## config.mk

```make
export PLATFORM = sky130hd
export DESIGN_NAME = dfp_line_master_flat
export DESIGN_NICKNAME = d
export VERILOG_FILES = /design/src/rtl/dfp_pkg.sv /design/src/rtl/dfp_line_if.sv /design/src/rtl/dfp_line_shifter.sv /design/src/rtl/dfp_line_master.sv /design/src/flat_wrapper.sv
export SDC_FILE = /design/constraint.sdc
export NUM_CORES = 1
export LEC_CHECK = 0
export ABC_CLOCK_PERIOD_IN_PS = 4000
export CAP_MARGIN = 20
export CORE_AREA = 2 2 150 189
export CTS_BUF_LIST = sky130_fd_sc_hd__clkbuf_16
export DETAILED_ROUTE_END_ITERATION = 8
export DIE_AREA = 0 0 152 191
export HOLD_SLACK_MARGIN = 0.1
export PLACE_DENSITY = 0.82
export SYNTH_ARGS = -nofsm -noshare
export SYNTH_HDL_FRONTEND = slang
export SYNTH_SLANG_ARGS = --single-unit
```

## constraint.sdc

```tcl
create_clock -name clk -period 4 [get_ports clk]
set_input_delay 0.8 -clock clk [delete_from_list [all_inputs] [get_ports clk]]
set_output_delay 0.8 -clock clk [all_outputs]
set_load 0.01 [all_outputs]
```

## src/rtl/dfp_pkg.sv

```systemverilog
// Shared DFP line-master types: FSM state encoding, bus beat width and a beat-drive helper.
package dfp_pkg;

   localparam int BEAT_W = 32;

   typedef enum logic [2:0] {
      IDLE,
      REQ,
      ADDR,
      WDATA,
      RWAIT,
      RDATA,
      RESP
   } state_e;

   // Selects the beat to put on the bus, or an idle (all-zero) bus when not driving.
   function automatic logic [BEAT_W-1:0] beat_sel(input logic [BEAT_W-1:0] beat, input logic drive);
      return drive ? beat : '0;
   endfunction

endpackage

```

## src/rtl/dfp_line_if.sv

```systemverilog
// Cache-side line request/response plus the 32-bit DFP burst bus; master = line master, slave = its environment.
interface dfp_line_if #(
   parameter int BURSTS = 4,
   parameter int LINE_W = 32 * BURSTS
);
   logic              req_valid;
   logic              req_ready;
   logic              req_write;
   logic [31:0]       req_addr;
   logic [LINE_W-1:0] req_wdata;
   logic              rsp_valid;
   logic [LINE_W-1:0] rsp_rdata;
   logic              rsp_err;
   logic              dfp_read;
   logic              dfp_write;
   logic [31:0]       dfp_wdata;
   logic              dfp_ack;
   logic              dfp_resp;
   logic [31:0]       dfp_rdata;

   modport master (
      input  req_valid, req_write, req_addr, req_wdata, dfp_ack, dfp_resp, dfp_rdata,
      output req_ready, rsp_valid, rsp_rdata, rsp_err, dfp_read, dfp_write, dfp_wdata
   );

   modport slave (
      output req_valid, req_write, req_addr, req_wdata, dfp_ack, dfp_resp, dfp_rdata,
      input  req_ready, rsp_valid, rsp_rdata, rsp_err, dfp_read, dfp_write, dfp_wdata
   );
endinterface

```

## src/rtl/dfp_line_shifter.sv

```systemverilog
// Line buffer: parallel load then shift-out (beat 0 first) for writes, shift-in for reads; shared beat counter.
// Single-cycle register updates, no flow control of its own (the FSM sequences every shift).
module dfp_line_shifter import dfp_pkg::*; #(
   parameter int BURSTS = 4,
   parameter int LINE_W = BEAT_W * BURSTS,
   parameter int CNT_W  = $clog2(BURSTS) + 1
) (
   input  logic              clk,
   input  logic              rst_n,
   input  logic              load,
   input  logic [LINE_W-1:0] load_line,
   input  logic              shift_out,
   input  logic              shift_in,
   input  logic [BEAT_W-1:0] beat_in,
   input  logic              cnt_clr,
   input  logic              cnt_inc,
   output logic [BEAT_W-1:0] beat_out,
   output logic [LINE_W-1:0] line_shifted_in,
   output logic              last
);
   logic [LINE_W-1:0] line_q, line_d;
   logic [CNT_W-1:0]  cnt_q, cnt_d;

   assign beat_out        = line_q[BEAT_W-1:0];
   // New beats enter at the top so that after BURSTS captures beat 0 sits at the bottom.
   assign line_shifted_in = {beat_in, line_q[LINE_W-1:BEAT_W]};
   assign last            = (cnt_q == CNT_W'(BURSTS - 1));

   always_comb begin
      line_d = line_q;
      if (load) begin
         line_d = load_line;
      end else if (shift_out) begin
         line_d = {{BEAT_W{1'b0}}, line_q[LINE_W-1:BEAT_W]};
      end else if (shift_in) begin
         line_d = line_shifted_in;
      end

      cnt_d = cnt_q;
      if (cnt_clr) begin
         cnt_d = '0;
      end else if (cnt_inc) begin
         cnt_d = cnt_q + CNT_W'(1);
      end
   end

   always_ff @(posedge clk or negedge rst_n) begin
      if (!rst_n) begin
         line_q <= '0;
         cnt_q  <= '0;
      end else begin
         line_q <= line_d;
         cnt_q  <= cnt_d;
      end
   end
endmodule

```

## src/rtl/dfp_line_master.sv

```systemverilog
// Serialises one cache-line request onto the DFP burst bus; zero-stall latency write 3+BURSTS, read 4+BURSTS.
// Accepts only in IDLE, rsp_valid is a single unstalled pulse; DFP_ECHO_CHECK_EN enables echo/gap error reporting.
module dfp_line_master import dfp_pkg::*; #(
   parameter int BURSTS = 4,
   parameter int LINE_W = BEAT_W * BURSTS
) (
   input logic        clk,
   input logic        rst_n,
   dfp_line_if.master bus
);
   localparam int OFF_W = $clog2(4 * BURSTS);

   state_e            state_q, state_d;
   logic              write_q, write_d;
   logic [31:0]       addr_q, addr_d;
   logic              req_ready_q, req_ready_d;
   logic              dfp_read_q, dfp_read_d;
   logic              dfp_write_q, dfp_write_d;
   logic [31:0]       dfp_wdata_q, dfp_wdata_d;
   logic              rsp_valid_q, rsp_valid_d;
   logic [LINE_W-1:0] rsp_rdata_q, rsp_rdata_d;
`ifdef DFP_ECHO_CHECK_EN
   logic              err_q, err_d;
   logic              rsp_err_q, rsp_err_d;
`endif

   logic              sh_load, sh_shift_out, sh_shift_in, sh_cnt_clr, sh_cnt_inc, sh_last;
   logic [BEAT_W-1:0] sh_beat_out;
   logic [LINE_W-1:0] sh_line_in;

   dfp_line_shifter #(.BURSTS(BURSTS), .LINE_W(LINE_W)) u_shifter (
      .clk            (clk),
      .rst_n          (rst_n),
      .load           (sh_load),
      .load_line      (bus.req_wdata),
      .shift_out      (sh_shift_out),
      .shift_in       (sh_shift_in),
      .beat_in        (bus.dfp_rdata),
      .cnt_clr        (sh_cnt_clr),
      .cnt_inc        (sh_cnt_inc),
      .beat_out       (sh_beat_out),
      .line_shifted_in(sh_line_in),
      .last           (sh_last)
   );

   always_comb begin
      state_d      = state_q;
      write_d      = write_q;
      addr_d       = addr_q;
      req_ready_d  = req_ready_q;
      dfp_read_d   = dfp_read_q;
      dfp_write_d  = dfp_write_q;
      dfp_wdata_d  = dfp_wdata_q;
      rsp_valid_d  = 1'b0;
      rsp_rdata_d  = '0;
      sh_load      = 1'b0;
      sh_shift_out = 1'b0;
      sh_shift_in  = 1'b0;
      sh_cnt_clr   = 1'b0;
      sh_cnt_inc   = 1'b0;
`ifdef DFP_ECHO_CHECK_EN
      err_d        = err_q;
      rsp_err_d    = 1'b0;
`endif
      case (state_q)
         IDLE: if (bus.req_valid) begin
            state_d     = REQ;
            write_d     = bus.req_write;
            addr_d      = {bus.req_addr[31:OFF_W], {OFF_W{1'b0}}};
            req_ready_d = 1'b0;
            dfp_read_d  = !bus.req_write;
            dfp_write_d = bus.req_write;
            sh_load     = 1'b1;
`ifdef DFP_ECHO_CHECK_EN
            err_d       = 1'b0;
`endif
         end
         REQ: if (bus.dfp_ack) begin
            state_d     = ADDR;
            dfp_read_d  = 1'b0;
            dfp_write_d = 1'b0;
            dfp_wdata_d = addr_q;
         end
         ADDR: begin
            // Writes put beat 0 straight after the address; reads idle the bus.
            state_d      = write_q ? WDATA : RWAIT;
            dfp_wdata_d  = beat_sel(sh_beat_out, write_q);
            sh_shift_out = write_q;
            sh_cnt_clr   = 1'b1;
         end
         WDATA: begin
            dfp_wdata_d  = beat_sel(sh_beat_out, !sh_last);
            sh_shift_out = !sh_last;
            sh_cnt_inc   = !sh_last;
            if (sh_last) begin
               state_d     = RESP;
               rsp_valid_d = 1'b1;
`ifdef DFP_ECHO_CHECK_EN
               rsp_err_d   = err_q;
`endif
            end
         end
         RWAIT: if (bus.dfp_resp) begin
            state_d    = RDATA;
            sh_cnt_clr = 1'b1;
`ifdef DFP_ECHO_CHECK_EN
            err_d      = err_q | (bus.dfp_rdata != addr_q);
`endif
         end
         RDATA: begin
            if (bus.dfp_resp) begin
               sh_shift_in = 1'b1;
               sh_cnt_inc  = 1'b1;
               if (sh_last) begin
                  state_d     = RESP;
                  rsp_valid_d = 1'b1;
                  rsp_rdata_d = sh_line_in;
`ifdef DFP_ECHO_CHECK_EN
                  rsp_err_d   = err_q;
`endif
               end
            end else begin
`ifdef DFP_ECHO_CHECK_EN
               err_d = 1'b1;
`endif
            end
         end
         RESP: begin
            state_d     = IDLE;
            req_ready_d = 1'b1;
         end
         default: state_d = IDLE;
      endcase
   end

   always_ff @(posedge clk or negedge rst_n) begin
      if (!rst_n) begin
         state_q     <= IDLE;
         write_q     <= 1'b0;
         addr_q      <= '0;
         req_ready_q <= 1'b1;
         dfp_read_q  <= 1'b0;
         dfp_write_q <= 1'b0;
         dfp_wdata_q <= '0;
         rsp_valid_q <= 1'b0;
         rsp_rdata_q <= '0;
`ifdef DFP_ECHO_CHECK_EN
         err_q       <= 1'b0;
         rsp_err_q   <= 1'b0;
`endif
      end else begin
         state_q     <= state_d;
         write_q     <= write_d;
         addr_q      <= addr_d;
         req_ready_q <= req_ready_d;
         dfp_read_q  <= dfp_read_d;
         dfp_write_q <= dfp_write_d;
         dfp_wdata_q <= dfp_wdata_d;
         rsp_valid_q <= rsp_valid_d;
         rsp_rdata_q <= rsp_rdata_d;
`ifdef DFP_ECHO_CHECK_EN
         err_q       <= err_d;
         rsp_err_q   <= rsp_err_d;
`endif
      end
   end

   assign bus.req_ready = req_ready_q;
   assign bus.dfp_read  = dfp_read_q;
   assign bus.dfp_write = dfp_write_q;
   assign bus.dfp_wdata = dfp_wdata_q;
   assign bus.rsp_valid = rsp_valid_q;
   assign bus.rsp_rdata = rsp_rdata_q;
`ifdef DFP_ECHO_CHECK_EN
   assign bus.rsp_err   = rsp_err_q;
`else
   assign bus.rsp_err   = 1'b0;
`endif
endmodule

```

## src/flat_wrapper.sv

```systemverilog
// flat-port wrapper written by rule: the top's interface ports become plain ports
module dfp_line_master_flat import dfp_pkg::*;
#(
   parameter int BURSTS = 4,
   parameter int LINE_W = BEAT_W * BURSTS
)
  (clk, rst_n, bus_req_valid, bus_req_write, bus_req_addr, bus_req_wdata, bus_dfp_ack, bus_dfp_resp, bus_dfp_rdata, bus_req_ready, bus_rsp_valid, bus_rsp_rdata, bus_rsp_err, bus_dfp_read, bus_dfp_write, bus_dfp_wdata);
  dfp_line_if #(.BURSTS(BURSTS), .LINE_W(LINE_W)) bus_i ();
  input logic clk;
  input logic rst_n;
  input wire logic [$bits(bus_i.req_valid)-1:0] bus_req_valid;
  input wire logic [$bits(bus_i.req_write)-1:0] bus_req_write;
  input wire logic [$bits(bus_i.req_addr)-1:0] bus_req_addr;
  input wire logic [$bits(bus_i.req_wdata)-1:0] bus_req_wdata;
  input wire logic [$bits(bus_i.dfp_ack)-1:0] bus_dfp_ack;
  input wire logic [$bits(bus_i.dfp_resp)-1:0] bus_dfp_resp;
  input wire logic [$bits(bus_i.dfp_rdata)-1:0] bus_dfp_rdata;
  output wire logic [$bits(bus_i.req_ready)-1:0] bus_req_ready;
  output wire logic [$bits(bus_i.rsp_valid)-1:0] bus_rsp_valid;
  output wire logic [$bits(bus_i.rsp_rdata)-1:0] bus_rsp_rdata;
  output wire logic [$bits(bus_i.rsp_err)-1:0] bus_rsp_err;
  output wire logic [$bits(bus_i.dfp_read)-1:0] bus_dfp_read;
  output wire logic [$bits(bus_i.dfp_write)-1:0] bus_dfp_write;
  output wire logic [$bits(bus_i.dfp_wdata)-1:0] bus_dfp_wdata;
  assign bus_i.req_valid = bus_req_valid;
  assign bus_i.req_write = bus_req_write;
  assign bus_i.req_addr = bus_req_addr;
  assign bus_i.req_wdata = bus_req_wdata;
  assign bus_i.dfp_ack = bus_dfp_ack;
  assign bus_i.dfp_resp = bus_dfp_resp;
  assign bus_i.dfp_rdata = bus_dfp_rdata;
  assign bus_req_ready = bus_i.req_ready;
  assign bus_rsp_valid = bus_i.rsp_valid;
  assign bus_rsp_rdata = bus_i.rsp_rdata;
  assign bus_rsp_err = bus_i.rsp_err;
  assign bus_dfp_read = bus_i.dfp_read;
  assign bus_dfp_write = bus_i.dfp_write;
  assign bus_dfp_wdata = bus_i.dfp_wdata;
  dfp_line_master #(.BURSTS(BURSTS), .LINE_W(LINE_W)) u_core (.clk(clk), .rst_n(rst_n), .bus(bus_i));
endmodule
```

# Word level (Yosys, flattened, before mapping)
# Index checks and enable logic that the tools add are counted.
# word_totals
inputBits	198
reg_bits	327
word_cells	72
# op_classes
n_eq_ne	11
n_reduce_logical	13
n_mux	36
n_addsub	1
# ops
op	n
$mux W128	6
$mux W32	3
$pmux W32 S3	1
$mux W3	8
$pmux W3 S6	1
$pmux W1 S2	7
$mux W1	10
$eq A3 B2 Y1 const B	3
$eq A3 B3 Y1 const B	3
$ne A2 B2 Y1 const B	4
$reduce_and A2 Y1	3
$reduce_bool A2 Y1	3
$reduce_bool A3 Y1	2
$reduce_and A4 Y1	1
$add A3 B1 Y3 const B	1
$eq A3 B1 Y1 const B	1
$logic_not A3 Y1	1
$reduce_and A3 Y1	1
$logic_not A1 Y1	2

# Logic depth before layout (Yosys ltp)
# Gate-level depths: netlist of run 1.
# logic_depth
ltp_word	5
depth_mapped	8
ltp_nobuf	6

# By module
# From an unflattened synthesis of run 1, not the netlist that was laid out.
# hier_totals
cells_unflattened	1156
area_unflattened_um2	13897.1
# modules_own_cells
module	n_inst	cells_each	area_per_inst_um2
dfp_line_master	1	524	6951.7
dfp_line_shifter	1	632	6945.4

# Worst setup path after synthesis of run 1
# No wires, ideal clock.
# synth_timing
path_kind	input port to flip-flop
startpoint	input port bus_req_valid
endpoint	register u_core.u_shifter.line_q[11]
path_stages	7
t_arrival_ns	2.039
slack_ns	1.834
path_cell_list	or4b_1 clkbuf_1 buf_2 buf_2 nand2_1 nand2_1 mux2_1
# synth_via
elab_chain_len	3
elab_cells_between_ends	4
# synth_lines
item	line	rtl
from (decl)	flat_wrapper.sv:11	input wire logic [$bits(bus_i.req_valid)-1:0] bus_req_valid;
$mux W1 *	dfp_line_master.sv:66	IDLE: if (bus.req_valid) begin
$mux W1 *	dfp_line_master.sv:65	case (state_q)
$reduce_bool A3 Y1 (no source line) / $mux W128 (equally long branches)	n/a	
to (signal assigned)	dfp_line_shifter.sv:52	line_q <= line_d;
to (decl)	dfp_line_shifter.sv:21	logic [LINE_W-1:0] line_q, line_d;
# Mark *: on every way between the ends. The rest lies on a longest branch, timed or not.
# A chain may end at the register's enable or synchronous reset.

# Worst setup path after layout of run 1
# layout_timing
startpoint	register u_core.u_shifter.cnt_q[0]
endpoint	register u_core.dfp_wdata_q[4], in the netlist u_core.bus.dfp_wdata[4]
# layout_via
elab_chain_len	3
# layout_lines
item	line	rtl
from (decl)	dfp_line_shifter.sv:22	logic [CNT_W-1:0] cnt_q, cnt_d;
from (signal assigned)	dfp_line_shifter.sv:53	cnt_q <= cnt_d;
$eq A3 B2 Y1	dfp_line_shifter.sv:27	assign last = (cnt_q == CNT_W'(BURSTS - 1));
$mux W32	dfp_pkg.sv:18	return drive ? beat : '0;
$pmux W32 S3	dfp_line_master.sv:65	
to (signal assigned)	dfp_line_master.sv:158	dfp_wdata_q <= dfp_wdata_d;
to (decl)	dfp_line_master.sv:19	logic [31:0] dfp_wdata_q, dfp_wdata_d;
# Every way passes these cells.

==> flow_summary.json, run 1 <==
{
  "crit_slowest_cell": "a21oi_4",
  "fp-row-count": 68,
  "core_mm2": 0.02731,
  "synth_area_mm2": 0.01343,
  "end_kind": "flop",
  "crit_arrival_ns": 3.15,
  "final-setup-viol-count": 0,
  "clockBufferDepth": 3,
  "cap_violations": 0,
  "gp_congestion": 0.8404,
  "fin_worst_skew_ns": 0.007878,
  "ant_nets": 0,
  "antenna_found_initial": 2,
  "yosys.area_share.xor_xnor": 0.0006522,
  "synth.top_cell.area_share": 0.6075,
  "synth_top_cells_by_area": "dfrtp_1 61%, nand2_1 12%, mux2_2 10%, and2_1 6.0%, nor2_1 1.8%",
  "cp_num_buf_inv": 1,
  "route.detailed.vias_per_inst": 5.186,
  "rsz0062_at_grt": "false",
  "hp-class": "input port to async pin",
  "initial_core_util": 0.4917,
  "yosys_warnings": 0,
  "grt_max_degree": 107,
  "postSynthAreaPerCell_um2": 10.48,
  "fp.dieW_um": 152,
  "synth_adder_area_share": 0.001863,
  "route.detailed.drc": 0,
  "final_cell_mix": "446 x nand2_1, 356 x clkdlybuf4s50_1, 326 x dfrtp_1",
  "synth_nets": 1482,
  "power_density_mw_per_mm2": 683.5,
  "grt_use_total": 0.2468,
  "final_common_cell": "nand2_1",
  "post-route-min-period_ns": 2.728,
  "hpwl_um": 24630,
  "synth_top_family_by_area": "simple AND/OR/NAND/NOR gates",
  "postSynthCellCount": 1282,
  "cts_setup_buffers": 0,
  "dpl.cell_count": 1923,
  "hold_viol": 0,
  "synth.distinct_cells": 33,
  "grt_pass1_vias": 10520,
  "start_kind": "flop",
  "drive_gt1_frac": 0.1189,
  "htreeDepth": 2,
  "worstSkewPairLatency_ns": 0.50,
  "syn_to_final_growth_pct": 36.88,
  "drt-pass1-iter-count": 6,
  "maxSlewHeadroom": 0.3185,
  "drt_iter0_drc": 528,
  "ir_drop_uv": 533.7,
  "timing.hold.ws_ns": 0.3647,
  "drt-total-wl_um": 36640,
  "critPathKind": "flop to flop",
  "cts_sinks": 327,
  "max_freq_ghz": 0.3665,
  "synth_compound_area_frac": 0.04034,
  "yosys.area.top_type": "dfrtp_1",
  "cts-resized-gates": 0,
  "ys_ff_latch": 327,
  "cts_root_buffer": "clkbuf_16",
  "fillers": 2036,
  "cpMostUsedCell": "ha_1",
  "grt_pass1_wl_um": 57260,
  "final_cell_area_mm2": 0.01838,
  "portBuffers": 357,
  "wl_per_cell_um": 18.47,
  "tightest_slew_ns": 1.022,
  "outcome": "finished, final reports clean",
  "post-route-util": 0.6730,
  "final_nets": 1809,
  "cts_tree": "built",
  "clkTransAtPathRegs_ns": 0.06,
  "vias": 10290,
  "ys_seq_area_frac": 0.6094,
  "cp_top_family": "compound AO/OA/AOI/OAI gates",
  "slowest_delay_ns": 0.75,
  "crit_chain": "ha_1 -> ha_1 -> nand2b_1 -> a21oi_4 -> buf_4 -> a221oi_1 -> nor2_1",
  "ctsHoldBuffers": 0,
  "die_h_um": 191,
  "die_area_mm2": 0.02903,
  "cp_max_fo": 33,
  "place_area_mm2": 0.01733,
  "multi_input_area_mm2": 0.004921,
  "ioPinCount": 363,
  "synthMuxAreaShare": 0.1105,
  "synthSimpleGateAreaFrac": 0.2094,
  "fin_cells": 1984,
  "fin_setup_tns_ns": 0,
  "period_share": 0.6821,
  "cts_buffers": 34,
  "grt_overflow": 0,
  "p_leak_nw": 8.730,
  "final-seq-area_mm2": 0.008184,
  "required_ns": 4.42,
  "slew_violations": 0
}
[state kept, by name (all words and copies together) (netlist names), 3 cells and up]
register,count
u_core.addr_q,28
u_core.u_shifter.cnt_q,3
u_core.u_shifter.line_q,128
u_core.bus.rsp_rdata,128
u_core.bus.dfp_wdata,32
u_core.state_q,3
[worst reg2reg max path: cells and delay by family (launching register included)]
kind,cells,cell delay (ns)
AO/OA/AOI/OAI,2,0.92
flip-flops,1,0.40
buffers and inverters,1,0.51
adder cells (fa/ha/maj),2,0.44
AND/OR/NAND/NOR,2,0.37
[cell families after synthesis]
| logic type | Yosys count |
|---|---|
| XOR/XNOR | 1 |
| adder cells (fa/ha/maj) | 2 |
| buffers and inverters | 86 |
| other | 1 |
| multiplexers | 132 |
| AO/OA/AOI/OAI | 81 |
| flip-flops | 327 |
| AND/OR/NAND/NOR | 652 |
[power breakdown]
group	leakage [nW]	switching [mW]	internal, mW
Combinational	3.94	2.23	2.26
Clock	0.548	1.26	1.72
Sequential	4.24	0.753	4.34
Total	8.73	4.24	8.32
[synth_stat cells]
cell       count
nand2b_1       3
a2bb2oi_1      2
nor2_1        66
a211oi_1       1
buf_1          2
a22o_1         4
mux2_2       122
mux2_1         8
conb_1         1
or2_2          2
inv_1          4
nor2b_1        1
ha_1           2
and3_1         1
nand2_1      446
a21oi_1        7
dfrtp_1      326
xor2_1         1
nor4b_2        1
and2_1       128
o31ai_1        1
and3b_1        1
nor3b_1        1
o21ai_0       37
buf_4          2
a221oi_1      28
nand3_1        1
buf_2         31
or4b_1         1
dfstp_2        1
clkbuf_1      47
mux2i_1        2
o21ai_2        1
[layout make-up]
type,count,share of cell area
clock inverters,21,0.006330
diodes,3,0.0004084
well taps,350,0.02382
inverters,4,0.0008168
multi-input cells,869,0.2677
flip-flops and latches,327,0.4452
clock buffers,37,0.05037
repair buffers,373,0.2053
[metrics by stage]
| stage | power [mW] | setup WS [ns] |
|---|---|---|
| 4_1_cts | 12.64 | 1.226 |
| 3_5_place_dp | 9.630 | 0.9508 |
| 5_1_grt | 13.32 | 1.111 |
| 3_3_place_gp | 9.415 | 0.9394 |
| 2_1_floorplan | 8.010 | 1.834 |
| 6_report | 12.56 | 1.272 |
[per-layer routing]
layer / global-route usage / part of all wire
met2: 0.4113 / 0.50
met1: 0.3078 / 0.39
met3: 0.05668 / 0.066
met4: 0.1147 / 0.049
met5: 0 / 0
[worst paths after layout]
| check | from | endpoint | slack, ns | cells after the start |
|---|---|---|---|---|
| worst max-delay path | u_core.u_shifter.cnt_q[0]$_DFFE_PN0P_ | u_core.bus.dfp_wdata[4]$_DFFE_PN0P_ | 1.27 | 7 |
| worst max register to register | u_core.u_shifter.cnt_q[0]$_DFFE_PN0P_ | u_core.bus.dfp_wdata[4]$_DFFE_PN0P_ | 1.27 | 7 |
| max in group asynchronous | rst_n | u_core.u_shifter.line_q[12]$_DFFE_PN0P_ | 2.75 | 2 |
| worst min register to register | u_core.addr_q[11]$_DFFE_PN0P_ | u_core.addr_q[11]$_DFFE_PN0P_ | 0.48 | 2 |
| worst min-delay path | rst_n | u_core.bus.rsp_rdata[125]$_DFF_PN0_ | 0.36 | 1 |
| min in group clk | u_core.addr_q[11]$_DFFE_PN0P_ | u_core.addr_q[11]$_DFFE_PN0P_ | 0.48 | 2 |
(Power assumes the default switching activity.)
==> run 2, diff against run 1 <==
Settings changed: ABC_CLOCK_PERIOD_IN_PS 4000 to 2400, CORE_AREA 2 2 150 189 to 2 2 160 201, DIE_AREA 0 0 152 191 to 0 0 162 203, PLACE_DENSITY 0.82 to 0.77.
Clock period 4 ns to 2.4 ns, I/O delays scaled along.
==> flow_summary.json, run 2 (synthesis gave the netlist of run 1 again) <==
{
  "fp.dieW_um": 162,
  "max_freq_ghz": 0.4499,
  "cts_buffers": 34,
  "power.switching_mw": 7.238,
  "ioPinCount": 363,
  "final-setup-viol-count": 0,
  "start_kind": "flop",
  "hpwl_um": 27050,
  "cts_tree": "built",
  "wl_per_cell_um": 18.45,
  "required_ns": 2.78,
  "syn_to_final_growth_pct": 40.53,
  "worstSkewPairLatency_ns": 0.51,
  "power.share.clock": 0.230,
  "timing.hold.ws_ns": 0.4824,
  "p_seq_frac": 0.393,
  "cts_root_buffer": "clkbuf_16",
  "cap_violations": 0,
  "fin_worst_skew_ns": 0.01401,
  "drt-pass1-iter-count": 5,
  "p_comb_frac": 0.377,
  "p_total_mw": 21.62,
  "rsz0062_at_grt": "false",
  "startpoint": "u_core.u_shifter.cnt_q[0]$_DFFE_PN0P_",
  "grt_pass1_vias": 10680,
  "r2r_end": "u_core.u_shifter.line_q[113]$_DFFE_PN0P_",
  "vias": 10330,
  "initial_core_util": 0.4359,
  "min_from": "u_core.addr_q[28]$_DFFE_PN0P_",
  "ir_drop_uv": 696.3,
  "ant_nets": 0,
  "tightest_slew_ns": 0.7016,
  "grt_max_degree": 86,
  "hold_viol": 0,
  "fillers": 2483,
  "rr_startpoint": "u_core.u_shifter.cnt_q[0]$_DFFE_PN0P_",
  "post-route-min-period_ns": 2.223,
  "cp_max_fo": 19,
  "critPathKind": "flop to flop",
  "cts-resized-gates": 0,
  "end_kind": "flop",
  "drt_iter0_drc": 665,
  "htreeDepth": 2,
  "place_ws_ns": -0.05628,
  "die_h_um": 203,
  "drt-total-wl_um": 38250,
  "grt_use_total": 0.2302,
  "multi_input_area_mm2": 0.004921,
  "period_share": 0.9261,
  "p_int_mw": 14.38,
  "cts_sinks": 327,
  "antenna_found_initial": 2,
  "drive_gt1_frac": 0.1317,
  "netSwitchingFraction": 0.3347,
  "min_path_cells": 2,
  "power_density_mw_per_mm2": 1146,
  "final-seq-area_mm2": 0.008184,
  "hp-class": "flop to flop",
  "crit_arrival_ns": 2.61,
  "clockBufferDepth": 3,
  "maxSlewHeadroom": 0.5323,
  "p_leak_nw": 8.946,
  "outcome": "finished, final reports clean",
  "min_to": "u_core.addr_q[28]$_DFFE_PN0P_",
  "final_cell_mix": "446 x nand2_1, 356 x clkdlybuf4s50_1, 326 x dfrtp_1",
  "fp-row-count": 72,
  "final_common_cell": "nand2_1",
  "core_mm2": 0.03081,
  "slew_violations": 0,
  "r2r_setup_slack_ns": 0.18,
  "route.detailed.vias_per_inst": 4.984,
  "clkTransAtPathRegs_ns": 0.06,
  "worst_slack_ns": 0.1773,
  "r2r.worst_path.cells": 8,
  "route.detailed.drc": 0,
  "grt_pass1_wl_um": 59200,
  "portBuffers": 357,
  "gp_congestion": 0.8781,
  "die_area_mm2": 0.03289,
  "grt_overflow": 0,
  "final_nets": 1839
}
## run 2: cell count changes in the layout (fill, tap and decap cells not counted), moves of 2 or more
cell | previous run | this run
clkinv_1 | 4 | 8
buf_12 | 6 | 21
clkinv_2 | 6 | 2
buf_4 | 10 | 24
inv_1 | 13 | 15
## run 2: worst max-delay path: stages (launching register included)
cell and delay [ns]:
dfrtp_1 0.40, ha_1 0.20, ha_1 0.25, nor3b_1 0.28, o21ai_2 0.11, o31ai_4 0.10, buf_12 0.21, buf_12 0.18
mux2_2 0.35
## run 2: area by class of cell
type / count / share of cell area
repair buffers: 403 / 0.2220
inverters: 4 / 0.0007956
multi-input cells: 869 / 0.2608
diodes: 3 / 0.0003978
well taps: 407 / 0.02698
clock buffers: 37 / 0.04906
flip-flops and latches: 327 / 0.4337
clock inverters: 23 / 0.006365
## run 2: repair_timing
action / CTS / global route
hold endpoints to repair: 56 / 0
buffers inserted: 0 / 0
hold buffers: 1 / 0
## run 2: power groups by stage
stage | sequential [mW] | combinational, mW | clock (mW)
3_3_place_gp | 8.46 | 7.91 | 0
3_5_place_dp | 8.57 | 8.18 | 0
6_report | 8.50 | 8.14 | 4.98
2_1_floorplan | 8.20 | 5.15 | 0
5_1_grt | 8.69 | 8.99 | 5.30
4_1_cts | 8.48 | 8.24 | 5.07
## run 2: how the worst max path moves through the flow
stage                                                    end  slack (ns)
global route        u_core.u_shifter.line_q[113]$_DFFE_PN0P_        0.07
detailed placement  u_core.u_shifter.line_q[121]$_DFFE_PN0P_       -0.06
finish              u_core.u_shifter.line_q[113]$_DFFE_PN0P_        0.18
CTS                 u_core.u_shifter.line_q[113]$_DFFE_PN0P_        0.16
global placement     u_core.u_shifter.line_q[98]$_DFFE_PN0P_       -0.04
floorplan           u_core.u_shifter.line_q[107]$_DFFE_PN0P_        0.24
## run 2: routing by layer
metal | up-vias | track usage | share of wire
met5 | - | 0 | 0
met4 | 0 | 0.09703 | 0.042
met3 | 91 | 0.04433 | 0.057
met2 | 334 | 0.3921 | 0.50
met1 | 5076 | 0.2871 | 0.40
li1 | 4830 | - | -
## run 2: per-stage QoR
| stage | utilization | cell area [um^2] | TNS, ns | cells |
|---|---|---|---|---|
| finish | 0.6125 | 18870 | 0 | 2073 |
| global route | 0.6125 | 18870 | 0 | 2072 |
| CTS | 0.6123 | 18860 | 0 | 2070 |
| detailed placement | 0.5780 | 17810 | -0.5505 | 2009 |
| global placement | 0.5780 | 17810 | -0.09605 | 2009 |
| floorplan | - | 13430 | 0 | 1282 |
